==> src/rtl/i2c_receiver.sv <==
// rtl/i2c_receiver.sv - I2C target that ACKs its address, collects DATA_W-bit writes and serves reads.
// Optional macro I2C_GENERAL_CALL_EN: ACK address 7'h00 for writes (general call).
module i2c_receiver #(
    parameter int DATA_W = 16
) (
    input  logic              clk,
    input  logic              rst,
    input  logic [6:0]        I2C_ADDR,
    input  logic [DATA_W-1:0] RD_DATA,
    input  logic              SCL,
    input  logic              SDA_IN,
    output logic              SDA_OUT,
    output logic              SDA_OE,
    output logic [DATA_W-1:0] WR_DATA,
    output logic              WR_STB,
    output logic              BUSY
);
    localparam int NB = DATA_W / 8;
    localparam int CW = $clog2(NB + 1);

    typedef enum logic [2:0] {
        S_IDLE, S_ADDR, S_ADDR_ACK, S_WR_BYTE, S_WR_ACK, S_RD_BYTE, S_RD_ACK, S_WAIT_STOP
    } state_t;

    state_t            state_q;
    logic              scl_q, sda_q;
    logic [3:0]        bit_cnt_q;
    logic [CW-1:0]     byte_cnt_q;
    logic [6:0]        shift_q;
    logic              rnw_q;
    logic [DATA_W-1:0] word_q, tx_q, wr_data_q;
    logic              sda_out_q, sda_oe_q, wr_stb_q, busy_q;

    logic              rise, fall, start_det, stop_det, addr_hit;
    logic [7:0]        byte_d;
    logic [DATA_W-1:0] word_d;

    assign rise      = SCL & ~scl_q;
    assign fall      = ~SCL & scl_q;
    assign start_det = SCL & scl_q & sda_q & ~SDA_IN;
    assign stop_det  = SCL & scl_q & ~sda_q & SDA_IN;
    assign byte_d    = {shift_q, SDA_IN};
    assign word_d    = (word_q << 8) | DATA_W'(byte_d);

    always_comb begin
`ifdef I2C_GENERAL_CALL_EN
        if (byte_d[7:1] == 7'h00)
            addr_hit = ~byte_d[0];
        else
            addr_hit = (byte_d[7:1] == I2C_ADDR);
`else
        addr_hit = (byte_d[7:1] == I2C_ADDR);
`endif
    end

    always_ff @(posedge clk or posedge rst) begin
        if (rst) begin
            state_q    <= S_IDLE;
            scl_q      <= 1'b1;
            sda_q      <= 1'b1;
            bit_cnt_q  <= '0;
            byte_cnt_q <= '0;
            shift_q    <= '0;
            rnw_q      <= 1'b0;
            word_q     <= '0;
            tx_q       <= '0;
            wr_data_q  <= '0;
            sda_out_q  <= 1'b1;
            sda_oe_q   <= 1'b0;
            wr_stb_q   <= 1'b0;
            busy_q     <= 1'b0;
        end else begin
            scl_q    <= SCL;
            sda_q    <= SDA_IN;
            wr_stb_q <= 1'b0;
            if (start_det) begin
                state_q    <= S_ADDR;
                bit_cnt_q  <= '0;
                byte_cnt_q <= '0;
                sda_oe_q   <= 1'b0;
                sda_out_q  <= 1'b1;
                busy_q     <= 1'b1;
            end else if (stop_det) begin
                state_q   <= S_IDLE;
                sda_oe_q  <= 1'b0;
                sda_out_q <= 1'b1;
                busy_q    <= 1'b0;
            end else begin
                case (state_q)
                    S_ADDR: begin
                        if (rise && bit_cnt_q < 4'd8) begin
                            shift_q   <= byte_d[6:0];
                            bit_cnt_q <= bit_cnt_q + 4'd1;
                            if (bit_cnt_q == 4'd7) begin
                                rnw_q <= byte_d[0];
                                if (!addr_hit)
                                    state_q <= S_WAIT_STOP;
                                if (byte_d[0])
                                    tx_q <= RD_DATA;
                            end
                        end else if (fall && bit_cnt_q == 4'd8) begin
                            sda_oe_q  <= 1'b1;
                            sda_out_q <= 1'b0;
                            state_q   <= S_ADDR_ACK;
                        end
                    end
                    S_ADDR_ACK: begin
                        if (fall) begin
                            if (rnw_q) begin
                                sda_oe_q  <= 1'b1;
                                sda_out_q <= tx_q[DATA_W-1];
                                tx_q      <= tx_q << 1;
                                bit_cnt_q <= 4'd1;
                                state_q   <= S_RD_BYTE;
                            end else begin
                                sda_oe_q  <= 1'b0;
                                sda_out_q <= 1'b1;
                                bit_cnt_q <= '0;
                                state_q   <= S_WR_BYTE;
                            end
                        end
                    end
                    S_WR_BYTE: begin
                        if (rise && bit_cnt_q < 4'd8) begin
                            shift_q   <= byte_d[6:0];
                            bit_cnt_q <= bit_cnt_q + 4'd1;
                            if (bit_cnt_q == 4'd7) begin
                                // Bytes beyond the word are refused by withholding the ACK.
                                if (byte_cnt_q == CW'(NB)) begin
                                    state_q <= S_WAIT_STOP;
                                end else begin
                                    word_q <= word_d;
                                    if (byte_cnt_q == CW'(NB - 1)) begin
                                        wr_data_q <= word_d;
                                        wr_stb_q  <= 1'b1;
                                    end
                                end
                            end
                        end else if (fall && bit_cnt_q == 4'd8) begin
                            sda_oe_q   <= 1'b1;
                            sda_out_q  <= 1'b0;
                            byte_cnt_q <= byte_cnt_q + 1'b1;
                            state_q    <= S_WR_ACK;
                        end
                    end
                    S_WR_ACK: begin
                        if (fall) begin
                            sda_oe_q  <= 1'b0;
                            sda_out_q <= 1'b1;
                            bit_cnt_q <= '0;
                            state_q   <= S_WR_BYTE;
                        end
                    end
                    S_RD_BYTE: begin
                        if (fall) begin
                            if (bit_cnt_q < 4'd8) begin
                                sda_out_q <= tx_q[DATA_W-1];
                                tx_q      <= tx_q << 1;
                                bit_cnt_q <= bit_cnt_q + 4'd1;
                            end else begin
                                sda_oe_q   <= 1'b0;
                                sda_out_q  <= 1'b1;
                                bit_cnt_q  <= '0;
                                byte_cnt_q <= byte_cnt_q + 1'b1;
                                state_q    <= S_RD_ACK;
                            end
                        end
                    end
                    S_RD_ACK: begin
                        // bit_cnt_q doubles as "master ACKed, more to send" flag here.
                        if (rise) begin
                            if (SDA_IN || byte_cnt_q == CW'(NB))
                                state_q <= S_WAIT_STOP;
                            else
                                bit_cnt_q <= 4'd1;
                        end else if (fall && bit_cnt_q == 4'd1) begin
                            sda_oe_q  <= 1'b1;
                            sda_out_q <= tx_q[DATA_W-1];
                            tx_q      <= tx_q << 1;
                            state_q   <= S_RD_BYTE;
                        end
                    end
                    default: ;
                endcase
            end
        end
    end

    assign SDA_OUT = sda_out_q;
    assign SDA_OE  = sda_oe_q;
    assign WR_DATA = wr_data_q;
    assign WR_STB  = wr_stb_q;
    assign BUSY    = busy_q;
endmodule

==> config.mk <==
export PLATFORM = sky130hd
export DESIGN_NAME = i2c_receiver
export DESIGN_NICKNAME = d
export VERILOG_FILES = /design/src/rtl/i2c_receiver.sv
export SDC_FILE = /design/constraint.sdc
export NUM_CORES = 1
export LEC_CHECK = 0
export CORE_MARGIN = 5
export CORE_UTILIZATION = 30
export DETAILED_ROUTE_END_ITERATION = 7
export DONT_BUFFER_PORTS = 1
export MAX_ROUTING_LAYER = met4
export PLACE_DENSITY = 0.49
export SLEW_MARGIN = 5
export SYNTH_ARGS = -nofsm -noshare
export SYNTH_HDL_FRONTEND = slang
export SYNTH_SLANG_ARGS = --single-unit
==> constraint.sdc <==
create_clock -name clk -period 2.7 [get_ports clk]
set_clock_uncertainty 0.2 [all_clocks]
set_input_delay 0.54 -clock clk [delete_from_list [all_inputs] [get_ports clk]]
set_output_delay 0.54 -clock clk [all_outputs]
set_load 0.05 [all_outputs]
**Word-level counts from Yosys, hierarchy flattened**

Cells that the tools add are included.

- Bits in registers: 63
- Bits of input ports: 27
- Output and inout port bits: 20
- Logic and storage cells: 180

- $add $sub $neg: 2
- Order comparisons: 1
- Equality and inequality tests: 47
- Mux-type cells: 80
- Bitwise operators: 15
- Reductions and logical operators: 21

Operators with widths:

| kind | number |
|---|---|
| two-way mux 16 bit | 9 |
| one-hot mux 16 bit (4 select lines) | 1 |
| two-way mux 3 bit | 18 |
| != test 5 bit (second input constant) | 8 |
| two-way mux 4 bit | 9 |
| two-way mux 1 bit | 32 |
| != test 4 bit (second input constant) | 7 |
| != test 3 bit (second input constant) | 8 |
| != test 2 bit (second input constant) | 10 |
| one-hot mux 4 bit (5 select lines) | 1 |
| one-hot mux 3 bit (6 select lines) | 1 |
| bitwise OR 16 x 8 -> 16 bit | 1 |
| AND reduction 8 bit | 2 |
| AND reduction 13 bit | 1 |
| two-way mux 2 bit | 6 |
| AND reduction 12 bit | 1 |
| AND reduction 6 bit | 2 |
| one-hot mux 1 bit (5 select lines) | 2 |
| == test 3 bit (second input constant) | 3 |
| AND reduction 9 bit | 1 |
| nonzero test 8 bit | 1 |
| bitwise AND 1 bit | 7 |
| == test 7 bit | 1 |
| NOT 1 bit | 7 |
| other kinds (24) | 27 |

**Logic depth before layout (Yosys ltp)**

- Depth in word-level cells: 8
- Gate-level depth with buffers: 8
- Depth with buffers taken out: 7

**Least setup slack after synthesis**

OpenSTA, ideal clock, no wires.

- Path kind: input to register
- Start: input port SCL
- End: register wr_data_q[0] (netlist: WR_DATA[0])
- Library setup time: 0.125 ns
- Arrival: 1.962 ns
- Required time: 2.375 ns
- Path slack: 0.414 ns
- Cell stages on the path: 6
- Path buffers: 2
- Cells stage by stage: buf_4 -> and2b_1 -> nand3_1 -> nor4_4 -> buf_4 -> mux2_2

- Cells in the longest elaborated chain, start to end: 5
- Elaborated cells on any way between the ends: 10
- Those cells by class: bitwise: 8; reduce/logical: 2

Ends and longest elaborated chain:

| item | RTL line | RTL |
|---|---|---|
| from (decl) | 10 | `input logic SCL,` |
| bitwise AND 1 bit | 40, 41 |  |
| bitwise AND 1 bit (on tied branches) (2 in series) | 41, 40 |  |
| NOT 1 bit (no line) | - |  |
| AND reduction 7 bit (no line) * | - |  |
| to (signal assigned) | 134 | `wr_data_q <= word_d;` |
| to (decl) | 31 | `logic [DATA_W-1:0] word_q, tx_q, wr_data_q;` |

Mark *: on every way between the ends. The rest lies on a longest branch, timed or not.
A chain may end at the register's enable or synchronous reset.

**Worst setup path after layout**

- Start: register scl_q
- End: register tx_q[2]

- Cells in the longest elaborated chain, start to end: 5
- Elaborated cells on any way between the ends: 18
- Those cells by class: eq/ne: 5; bitwise: 10; reduce/logical: 3

Ends and longest elaborated chain:

| item | RTL line | RTL |
|---|---|---|
| from (decl) | 26 | `logic scl_q, sda_q;` |
| from (signal assigned) | 59 | `scl_q <= 1'b1;` |
| from (signal assigned) | 73 | `scl_q <= SCL;` |
| NOT 1 bit / bitwise AND 1 bit (equally long branches) | 38, 40, 41 |  |
| bitwise AND 1 bit (on tied branches) | 38, 40, 41 |  |
| logical AND 1 bit, or another cell as far along | 91 | `if (rise && bit_cnt_q < 4'd8) begin` |
| != test 2 bit (no line) / NOT 1 bit (equally long branches) | - |  |
| AND reduction 12 bit (no line) * | - |  |
| to (signal assigned) | 112 | `tx_q <= tx_q << 1;` |
| to (signal assigned) | 158 | `tx_q <= tx_q << 1;` |
| to (signal assigned) | 179 | `tx_q <= tx_q << 1;` |
| to (decl) | 31 |  |

Marked as above.

==> impl_metrics.env <==
export IMPL_ys_warnings_count=0
export IMPL_io_buffer_count=0
export IMPL_slew_headroom_pct=29.6
export IMPL_p_sw_w=0.00144
export IMPL_min_path_cells=2
export IMPL_final_common_cell="dfrtp_1"
export IMPL_drive_gt1_share_pct=32.3
export IMPL_final_cell_mix="60 x dfrtp_1, 47 x mux2_2, 34 x nand2_1"
export IMPL_netlist_area_um2=3420
export IMPL_clock_path_buffers=2
export IMPL_cts_num_sinks=63
export IMPL_p_seq_share_pct=34.6
export IMPL_cts_setup_buffers=0
export IMPL_syn_avg_cell_area_um2=11.5
export IMPL_finalHoldViolCount=0
export IMPL_vias_per_cell=5.02
export IMPL_htree_num_levels=3
export IMPL_synthDistinctLibCells=57
export IMPL_finalSetupViolCount=0
export IMPL_hpwl_um=5460
export IMPL_routabilityCongestion=0.874
export IMPL_cp_top_family="compound AO/OA/AOI/OAI gates"
export IMPL_internal_power_w=0.00270
export IMPL_power_density_nw_per_um2=1050
export IMPL_antenna_cells=0
export IMPL_detail_route_wl_per_cell_um=16.4
export IMPL_core_area_um2=11300
export IMPL_startpoint_type="flip-flop"
export IMPL_final_util_pct=35.1
export IMPL_crit_type="reg -> reg"
export IMPL_critPathBufInv=0
export IMPL_clkTransAtPathRegs_ns=0.06
export IMPL_grt_max_degree=23
export IMPL_comb_power_share_pct=37.6
export IMPL_crit_required_ns=2.71
export IMPL_slowest_delay_ns=0.63
export IMPL_finalCriticalPeriod_ns=2.47
export IMPL_drt_total_wl_um=7540
export IMPL_swShare_pct=34.7
export IMPL_ios=47
export IMPL_clock_latency_ns=0.33
export IMPL_syn_to_final_growth_pct=15.6
export IMPL_rsz0062_at_grt="no"
export IMPL_post_dp_cell_area_um2=3620
export IMPL_maxSlewViolCount=0
export IMPL_min_period_over_period_pct=91.4
export IMPL_async_flop_share_pct=100
export IMPL_worstMarginPinSlew_ns=1.05
export IMPL_ys_ff_latch=63
export IMPL_critPathSlowestCell="dfstp_2"
export IMPL_grt_pass1_wl_um=12400
export IMPL_grt_usage_pct=12.0
export IMPL_crit_cells=5
export IMPL_cp_max_fo=16
export IMPL_cp_data_arrival_time_ns=2.48
export IMPL_vias=2303
export IMPL_yosys_most_used_dff="dfrtp_1"
export IMPL_die_y_um=117
export IMPL_cts_tree="done"
export IMPL_finalSetupTns_ns=0
export IMPL_reg2regPathDepth=5
export IMPL_grt_antenna_before_repair=0
export IMPL_syn_num_nets=331
export IMPL_die_x_um=117
export IMPL_crit_path_cell_trace="and2b_1, o211ai_1, a221oi_2, o311ai_4, mux2_4"
export IMPL_drtPass1Iterations=4
export IMPL_initial_core_util_pct=30.3
export IMPL_drv_cap=0
export IMPL_status="complete, no violations"
export IMPL_end_kind="flip-flop"
export IMPL_antenna_left=0
export IMPL_route_detailed_drc=0
export IMPL_overflow=0
export IMPL_seq_area_frac_synth_pct=46.2
export IMPL_cts_buffers_inserted=9
export IMPL_hold_buffers=3
export IMPL_finalNetCount=344
export IMPL_hp_class="in -> reg"
export IMPL_dieArea_um2=13600
export IMPL_syn_instance_count=298
export IMPL_cts_root_buffer_cell="clkbuf_16"
export IMPL_postCtsResizedCells=0
export IMPL_drt_iter0_markers=108
export IMPL_fin_area_um2=3950
export IMPL_timing_fmax_mhz=405
export IMPL_p_clk_share_pct=27.8
export IMPL_rows=39
export IMPL_leakage_nw=1.79
export IMPL_ir_worst_vdd_mv=0.360
export IMPL_synth_edff_count=0
export IMPL_grt_pass1_vias=2354
final timing paths:
| check | from | to | slack [ns] |
|---|---|---|---|
| max | scl_q | tx_q[2] | 0.23 |
| min | SDA_IN | shift_q[0] | 0.13 |
| max reg2reg | scl_q | tx_q[2] | 0.23 |
| min reg2reg | tx_q[14] | tx_q[14] | 0.30 |
| max in group asynchronous | rst | SDA_OUT | 1.12 |
| min in group asynchronous | rst | word_q[1] | 0.47 |
synth_stat cells, drive strengths merged, types with 6 or more instances:
| cell | count | area share [%] |
|---|---|---|
| mux2 | 57 | 20 |
| and3 | 6 | 1.1 |
| nand2b | 7 | 1.5 |
| dfrtp | 60 | 44 |
| a21oi | 10 | 1.5 |
| nor2b | 8 | 1.5 |
| xor2 | 6 | 1.5 |
| o21ai | 11 | 1.6 |
| inv | 6 | 0.66 |
| clkbuf | 7 | 0.77 |
| nand3 | 6 | 0.88 |
| ha | 6 | 2.2 |
| nand2 | 34 | 3.7 |
| buf | 9 | 1.7 |
| nor2 | 7 | 0.84 |
| nor3 | 6 | 1.4 |
sequential cells by signal (all words and copies together), names as in the netlist:
signal      cells
tx_q           16
BUSY            1
SDA_OE          1
shift_q         7
scl_q           1
state_q         3
sda_q           1
SDA_OUT         1
word_q          8
byte_cnt_q      2
rnw_q           1
WR_DATA        16
bit_cnt_q       4
WR_STB          1
kinds of logic after synthesis:
logic type / count (synthesis) / synth area share (%)
buf+inv: 22 / 3.15
simple gates: 92 / 15.7
flops: 63 / 46.2
xor+xnor: 9 / 2.31
fa+ha+maj: 6 / 2.20
mux: 60 / 20.8
compound gates: 46 / 9.70
per-layer routing:
layer	vias up	part of all wire [%]	global-route usage, %
met5	-	0	-
met2	59	47	17.2
met4	0	1.4	4.43
li1	1098	-	-
met3	10	6.4	4.46
met1	1136	46	15.5
area by class of cell:
type                            instances  area [µm²]
Inverter                                6        22.5
Fill cell                            1127        7320
Timing Repair Buffer                   18         143
Clock inverter                          6        68.8
Tap cell                              143         179
Clock buffer                           10         229
Multi-Input combinational cell        213        1730
Sequential cell                        63        1580
stage by stage:
stage	total power, W	hold slack (ns)	setup WS, ns	std cells
finish	0.00414	0.133	0.233	459
global route	0.00441	0.145	0.0814	459
CTS	0.00419	0.119	0.233	459
detailed placement	0.00301	0.253	0.252	440
global placement	0.00298	0.243	0.306	440
floorplan	0.00267	0.274	0.395	298
power groups by stage:
stage                     combinational, W  clock (W)  sequential, W
after floorplan                    0.00130          0        0.00137
after global placement             0.00154          0        0.00144
after detailed placement           0.00156          0        0.00145
after CTS                          0.00157    0.00118        0.00144
after global routing               0.00171    0.00123        0.00147
final                              0.00156    0.00115        0.00143
Power figures use the tool's default switching activity.
